$ cat config.mk
export PLATFORM = sky130hd
export DESIGN_NAME = rotate_sdram_bridge
export DESIGN_NICKNAME = d
export VERILOG_FILES = /design/src/rtl/rotate_sdram_bridge.sv
export SDC_FILE = /design/constraint.sdc
export NUM_CORES = 1
export LEC_CHECK = 0
export ABC_AREA = 1
export CORE_MARGIN = 3
export CORE_UTILIZATION = 46
export DETAILED_ROUTE_END_ITERATION = 6
export HOLD_SLACK_MARGIN = 0.02
export PLACE_DENSITY = 0.86
export SLEW_MARGIN = 5
export SYNTH_ARGS = -nofsm -noshare
export SYNTH_HDL_FRONTEND = slang
export SYNTH_SLANG_ARGS = --single-unit
$ cat constraint.sdc
create_clock -name clk_sys -period 4 [get_ports clk_sys]
set_clock_uncertainty 0.2 [all_clocks]
set_input_delay 0.6 -clock clk_sys [delete_from_list [all_inputs] [get_ports clk_sys]]
set_output_delay 0.6 -clock clk_sys [all_outputs]
set_load 0.02 [all_outputs]
$ cat src/rtl/rotate_sdram_bridge.sv
// Arbiter between the rotation core's 8-word write bursts and row-read bursts onto one SDRAM word port.
// Optional ROTATE_BRIDGE_STATS_EN builds the stat_wr_stall counter; otherwise the port is tied to zero.
module rotate_sdram_bridge #(
  parameter int                    HCNT_WIDTH = 10,
  parameter int                    ADDR_WIDTH = 24,
  parameter logic [ADDR_WIDTH-1:0] BASE_ADDR  = ADDR_WIDTH'(24'h200000)
) (
  input  logic                  clk_sys,
  input  logic                  reset,
  input  logic                  vidin_req,
  input  logic [1:0]            vidin_frame,
  input  logic [HCNT_WIDTH-1:0] vidin_x,
  input  logic [HCNT_WIDTH-1:0] vidin_y,
  input  logic [15:0]           vidin_d,
  output logic                  vidin_ack,
  input  logic                  vidout_req,
  input  logic [1:0]            vidout_frame,
  input  logic [HCNT_WIDTH-1:0] vidout_x,
  input  logic [HCNT_WIDTH-1:0] vidout_y,
  output logic [15:0]           vidout_d,
  output logic                  vidout_ack,
  output logic                  mem_req,
  output logic                  mem_we,
  output logic [ADDR_WIDTH-1:0] mem_addr,
  output logic [15:0]           mem_wdata,
  input  logic                  mem_ack,
  input  logic [15:0]           mem_rdata,
  output logic [15:0]           stat_wr_stall
);

  typedef enum logic [1:0] {IDLE = 2'd0, WR_ISSUE = 2'd1, WR_GAP = 2'd2, RD_ISSUE = 2'd3} state_t;

  state_t                  state, state_nxt;
  logic [2:0]              cnt;
  logic                    gap_q;
  logic [1:0]              rd_frame;
  logic [HCNT_WIDTH-1:0]   rd_y, rd_x0, rd_x;
  logic                    acked, issue_wr, issue_rd, latch_rd, wr_done, rd_done, rd_keep;

  function automatic logic [ADDR_WIDTH-1:0] map_addr(input logic [1:0] f,
                                                     input logic [HCNT_WIDTH-1:0] y,
                                                     input logic [HCNT_WIDTH-1:0] x);
    return BASE_ADDR + ADDR_WIDTH'({f, y, x});
  endfunction

  // mem_ack only counts against a request we actually have outstanding
  assign acked = mem_req & mem_ack;
  assign rd_x  = rd_x0 + HCNT_WIDTH'(cnt);

  always_ff @(posedge clk_sys) begin
    if (reset) state <= IDLE;
    else       state <= state_nxt;
  end

  always_comb begin
    state_nxt = state;
    case (state)
      IDLE:     if (vidin_req)       state_nxt = WR_ISSUE;
                else if (vidout_req) state_nxt = RD_ISSUE;
      WR_ISSUE: if (acked)           state_nxt = WR_GAP;
      WR_GAP:   if (gap_q)           state_nxt = (cnt == 3'd0) ? IDLE : WR_ISSUE;
      RD_ISSUE: if (acked && (cnt == 3'd7 || !vidout_req)) state_nxt = IDLE;
      default:                       state_nxt = IDLE;
    endcase
  end

  always_comb begin
    issue_wr = (state == WR_ISSUE) && !mem_req;
    issue_rd = (state == RD_ISSUE) && !mem_req;
    latch_rd = (state == IDLE) && !vidin_req && vidout_req;
    wr_done  = (state == WR_ISSUE) && acked;
    rd_done  = (state == RD_ISSUE) && acked;
    rd_keep  = rd_done && vidout_req;
  end

  always_ff @(posedge clk_sys) begin
    if (reset) begin
      mem_req    <= 1'b0;
      mem_we     <= 1'b0;
      mem_addr   <= '0;
      mem_wdata  <= '0;
      vidin_ack  <= 1'b0;
      vidout_ack <= 1'b0;
      vidout_d   <= '0;
      cnt        <= '0;
      gap_q      <= 1'b0;
      rd_frame   <= '0;
      rd_y       <= '0;
      rd_x0      <= '0;
    end else begin
      vidin_ack  <= wr_done;
      vidout_ack <= rd_keep;
      // two-cycle gap lets upstream advance and re-register the next word
      gap_q      <= (state == WR_GAP) ? ~gap_q : 1'b0;
      if (latch_rd) begin
        rd_frame <= vidout_frame;
        rd_y     <= vidout_y;
        rd_x0    <= vidout_x;
      end
      // write address is taken per word since a transposed burst walks y
      if (issue_wr) begin
        mem_req   <= 1'b1;
        mem_we    <= 1'b1;
        mem_addr  <= map_addr(vidin_frame, vidin_y, vidin_x);
        mem_wdata <= vidin_d;
      end else if (issue_rd) begin
        mem_req   <= 1'b1;
        mem_we    <= 1'b0;
        mem_addr  <= map_addr(rd_frame, rd_y, rd_x);
      end else if (acked) begin
        mem_req   <= 1'b0;
      end
      if (rd_keep) vidout_d <= mem_rdata;
      if (wr_done || rd_keep) cnt <= cnt + 3'd1;
      else if (rd_done)       cnt <= '0;
    end
  end

`ifdef ROTATE_BRIDGE_STATS_EN
  logic        frame0_q;
  logic [15:0] stall_cnt;

  always_ff @(posedge clk_sys) begin
    if (reset) begin
      frame0_q  <= 1'b0;
      stall_cnt <= '0;
    end else begin
      frame0_q <= vidin_frame[0];
      if (vidin_frame[0] && !frame0_q)
        stall_cnt <= '0;
      else if (vidin_req && state == RD_ISSUE && stall_cnt != 16'hFFFF)
        stall_cnt <= stall_cnt + 16'd1;
    end
  end

  assign stat_wr_stall = stall_cnt;
`else
  assign stat_wr_stall = 16'h0;
`endif

endmodule
; ---- Word-level counts from Yosys, hierarchy flattened
; Cells that the tools add are included.
[word_totals]
register_bits = 88
latchBits = 0
ram_bits = 0
mem_bits_ro = 0
input_bits = 81
out_inout_bits = 76
wordCells = 64
memories = 0
[op_classes]
n_addsub = 4
n_mul = 0
div_mod_pow = 0
order_cmp = 0
eq_ne = 8
shifts = 0
mux = 16
bitwise = 3
reduce_logical = 20
[ops]
columns = operator, count
row1 = $mux W24, 2
row2 = $add A22 B22 Y23 const A, 2
row3 = $add A10 B3 Y10, 1
row4 = $mux W2, 5
row5 = $logic_and A1 B1 Y1, 8
row6 = $pmux W2 S4, 1
row7 = $mux W1, 6
row8 = $mux W3, 2
row9 = $ne A2 B2 Y1 const B, 3
row10 = $eq A2 B2 Y1 const B, 2
row11 = $reduce_and A4 Y1, 1
row12 = $reduce_bool A2 Y1, 2
row13 = $add A3 B1 Y3 const B, 1
row14 = $eq A3 B3 Y1 const B, 1
row15 = $logic_not A1 Y1, 3
row16 = $logic_not A3 Y1, 1
row17 = $ne A3 B3 Y1 const B, 1
row18 = $reduce_bool A3 Y1, 1
row19 = $eq A2 B1 Y1 const B, 1
row20 = $logic_not A2 Y1, 1
row21 = $logic_or A1 B1 Y1, 2
row22 = $not A1 Y1, 2
row23 = $reduce_or A2 Y1, 1
row24 = $and A1 B1 Y1, 1

; ---- Logic depth before layout (Yosys ltp)
[depth]
word_depth = 5
depth_mapped = 11
ltp_nobuf = 11

; ---- Least setup slack after synthesis
; Ideal clock, no wire load.
[synth_timing]
path_type = register -> register
startpoint = register cnt[0]
endpoint = register mem_addr[8]
setup_ns = 0.132
arrival_time_ns = 1.489
required_time_ns = 3.668
setup_slack_ns = 2.179
stages_incl_launch_ff = 12
n_path_buf = 0
synth_period_minus_slack_ns = 1.821
cell_sequence = dfxtp_1 ha_1 inv_1 fa_1 inv_1 nand2_1 nand2_1 nand2_1 o21ai_0 nand3_1 nand2_1 a21oi_1
[synth_between]
elab_chain_cells = 4
[synth_lines]
columns = element, line
row1 = start: declaration, 34  ; logic [2:0] cnt;
row2 = start signal: assignment, 114  ; if (wr_done || rd_keep) cnt <= cnt + 3'd1;
row3 = $add A10 B3 Y10, 48  ; assign rd_x = rd_x0 + HCNT_WIDTH'(cnt);
row4 = $add A22 B22 Y23, 43  ; return BASE_ADDR + ADDR_WIDTH'({f, y, x});
row5 = $mux W24, 106  ; end else if (issue_rd) begin
row6 = $mux W24, 101  ; if (issue_wr) begin
row7 = end signal: assignment, 104  ; mem_addr <= map_addr(vidin_frame, vidin_y, vidin_x);
row8 = end signal: assignment, 109  ; mem_addr <= map_addr(rd_frame, rd_y, rd_x);
row9 = end: declaration, 24  ; output logic [ADDR_WIDTH-1:0] mem_addr,
; No other way between the ends. The select of a mux whose other input is x is not followed.
; A chain may end at the register's enable or synchronous reset.

; ---- Worst setup path in the final report
[layout_timing]
startpoint = register state[1]
endpoint = register mem_addr[13]
[layout_between]
elab_chain_cells = 3
elab_cells_between_ends = 6
cone_classes = 2 x eq/ne / 1 x mux / 3 x reduce/logical
[layout_lines]
columns = element, line
row1 = start: declaration, 33  ; state_t state, state_nxt;
row2 = start signal: assignment, 52  ; else state <= state_nxt;
row3 = $eq A2 B1 Y1 / $eq A2 B2 Y1 (equally long branches), "68, 69"
row4 = $logic_and A1 B1 Y1 (on tied branches), "68, 69"
row5 = $mux W24 / $reduce_bool A2 Y1 (equally long branches), n/a
; Several ways; a longest one is shown, not always the timed one.

==> results.txt <==
outcome: complete, no violations
DR pass1 iterations: 4
FF-to-FF End: mem_addr[13]$_SDFFE_PP0P_
Sw Ratio: 0.392
flop-to-flop setup slack: 1.34 ns
clk slew on worst S/H paths: 0.08 ns
Die Wd: 95.9 microns
total power: 2830 uW
first-pass GRT wire length: 15.0 mm
CP max stage delay: 0.58 ns
DP HPWL: 7.10 mm
Reg-to-Reg Start: state[1]$_SDFFE_PP0P_
commonest cells after routing, fill and taps aside: 139 x clkdlybuf4s50_1, 91 x nand2_1, 87 x dfxtp_1
commonest non-fill, non-tap cell in the layout: clkdlybuf4s50_1
Gate power share: 0.397
Setup crit end: mem_addr[13]$_SDFFE_PP0P_
initial antenna violation count: 0
number of cells on the critical path: 8
Worst setup SP type: register
CP Cell Sequence: nor2_4 > nand2_2 > nand2_2 > inv_2 > nand2_1 > o21ai_1 > nand2_1 > inv_1
Sw Pwr: 1110 uW
final worst path period share: 0.664
Clock Path Buffers: 2
DRT antenna net count: 0
mean area per synthesized cell: 7.57 sq um
Clock Power Share: 0.200
layout cells sized above 1: 0.0531
CP top delay family: simple AND/OR/NAND/NOR gates
vias per cell: 4.90
CP arrival: 2.76 ns
Synth top area share: 0.469
synth top area cells: dfxtp_1 47%, nand2_1 9.2%, o21ai_0 7.8%
actual slew at the worst max-slew pin: 0.777 ns
total negative slack: 0 ns
GRT Total Usage: 0.208
register share of total power: 0.403
gr ovfl total: 0
Die Area: 9190 sq um
Int Power: 1720 uW
FFs w/ async S/R, synth: 0
initial DRC count: 137
PwrDens: 542 nW/um^2
Area Overhead vs Synth: 40.5%
diode count: 0
CTS Hold Buffers Added: 0
crit path max fanout: 39
Max VDD drop: 0.000327 V
num ports: 157
ys flop type: dfxtp_1
DRC Markers: 0
EDFF count, synth: 0
Seq/Total Area, Yosys: 0.469
count of pins over their slew limit: 0
Slowest-stage cell, CP: nand2_2
post-synthesis cell type count: 35
Worst setup EP type: register
Syn Inst Count: 491
Core Box Area: 7770 sq um
port bufs: 139
die height: 95.9 microns
H-tree depth: 3
clock latency on the worst-skew pair: 0.35 ns
largest net degree at the start of global routing: 45
leak pwr: 0.00205 uW
setup bufs post-CTS: 0
nets: 705
Fin. Hold Viols: 0
R2R depth: 8
Worst EP required: 4.10 ns
Period minus WS final: 2.66 ns
Crit path buffers/inverters: 2
Synth Register Bits: 87
yosys synthesis warning count: 0
RSZ-0062 raised after global routing: no
Routed wire per std cell: 13.5 microns
slew margin rel.: 0.480
setup ws final: 1.34 ns
Total Wirelength: 9.80 mm
post-CTS sizing: 0
Starting Density: 0.478
via count: 3548
Post-Syn Area: 3710 sq um
Root Buffer: clkbuf_8
CP Class: register to register
Peak Freq: 377 MHz
CTS tree: yes
Synth area leader: dfxtp_1
Post-Place Setup Slack: 1.21 ns
vias in the first global route: 3276
Setup Viol. Count Final: 0
placer congestion estimate: 0.806
row count: 32
FILL cells: 626
Hold Crit Class: register to register
CTS buffer count: 9
Worst Setup SP: state[1]$_SDFFE_PP0P_
Clock Sinks: 87
maxcap violations: 0
-- routing by layer --
metal  wire (microns)  share of wire  GRT usage
met5                0              0          0
met4              198          0.020     0.0794
met3              549          0.056     0.0383
met2             4930           0.50      0.365
met1             4130           0.42      0.251
-- worst min path at each step --
stage	startpoint	slack, ns	endpoint	cells after the start
finish	rd_y[3]$_SDFFE_PP0P_	0.25	rd_y[3]$_SDFFE_PP0P_	2
global route	rd_y[3]$_SDFFE_PP0P_	0.27	rd_y[3]$_SDFFE_PP0P_	2
CTS	rd_y[3]$_SDFFE_PP0P_	0.25	rd_y[3]$_SDFFE_PP0P_	2
detailed placement	rd_y[3]$_SDFFE_PP0P_	0.23	rd_y[3]$_SDFFE_PP0P_	2
global placement	rd_y[5]$_SDFFE_PP0P_	0.23	rd_y[5]$_SDFFE_PP0P_	2
floorplan	rd_y[0]$_SDFFE_PP0P_	0.22	rd_y[0]$_SDFFE_PP0P_	2
-- registers in the layout, summed over array words and instances, names as in the netlist, 2 cells and up --
| register | cells |
|---|---|
| mem_addr | 23 |
| mem_wdata | 16 |
| vidout_d | 16 |
| rd_x0 | 10 |
| rd_y | 10 |
| cnt | 3 |
| rd_frame | 2 |
| state | 2 |
-- kinds of logic after synthesis --
kind of cell	after synthesis	synth area share
XOR/XNOR	3	0.00707
AO/OA/AOI/OAI	133	0.184
AND/OR/NAND/NOR	171	0.194
adder cells (fa/ha/maj)	7	0.0256
other	1	0.00101
buffers and inverters	89	0.120
flip-flops	87	0.469
-- worst min-delay path, cell delays in order (launching register included) --
cell and delay (ns):
dfxtp_1 0.32, inv_1 0.05, a21oi_1 0.05
-- layout make-up --
type                       count  area, sq um  area share
clock buffer                   9          124      0.0237
inverter                      47          178      0.0340
clock inverter                 7         55.1      0.0105
multi-input combinational    331         1590       0.304
tap                          102          128      0.0245
sequential                    87         1740       0.334
timing repair buffer         141         1410       0.269
-- metrics by stage --
stage / hold WS, ns / utilization / area (sq um) / cells
6_report: 0.249 / 0.672 / 5220 / 724
5_1_grt: 0.266 / 0.672 / 5220 / 724
4_1_cts: 0.248 / 0.672 / 5220 / 724
3_5_place_dp: 0.235 / 0.649 / 5040 / 708
3_3_place_gp: 0.227 / 0.649 / 5040 / 708
2_1_floorplan: 0.220 / - / 3770 / 507
-- Yosys cell counts, types with 2 or more instances --
master,n
nand2_1,91
dfxtp_1,87
o21ai_0,58
a21oi_1,56
nor2_1,53
inv_1,43
buf_4,21
nand3_1,11
o21ai_1,11
clkbuf_1,9
buf_2,6
ha_1,6
a31oi_1,4
nand2_2,4
buf_6,3
inv_2,3
nand4_1,3
xor2_1,3
clkbuf_2,2
nand3_2,2
-- power groups by stage --
| stage | Sequential (uW) | Clock, uW | Combinational, uW |
|---|---|---|---|
| floorplan | 1290 | 0 | 595 |
| global placement | 1150 | 0 | 1100 |
| detailed placement | 1160 | 0 | 1120 |
| CTS | 1140 | 576 | 1130 |
| global route | 1160 | 610 | 1230 |
| finish | 1140 | 565 | 1120 |
Power figures use the tool's default switching activity.
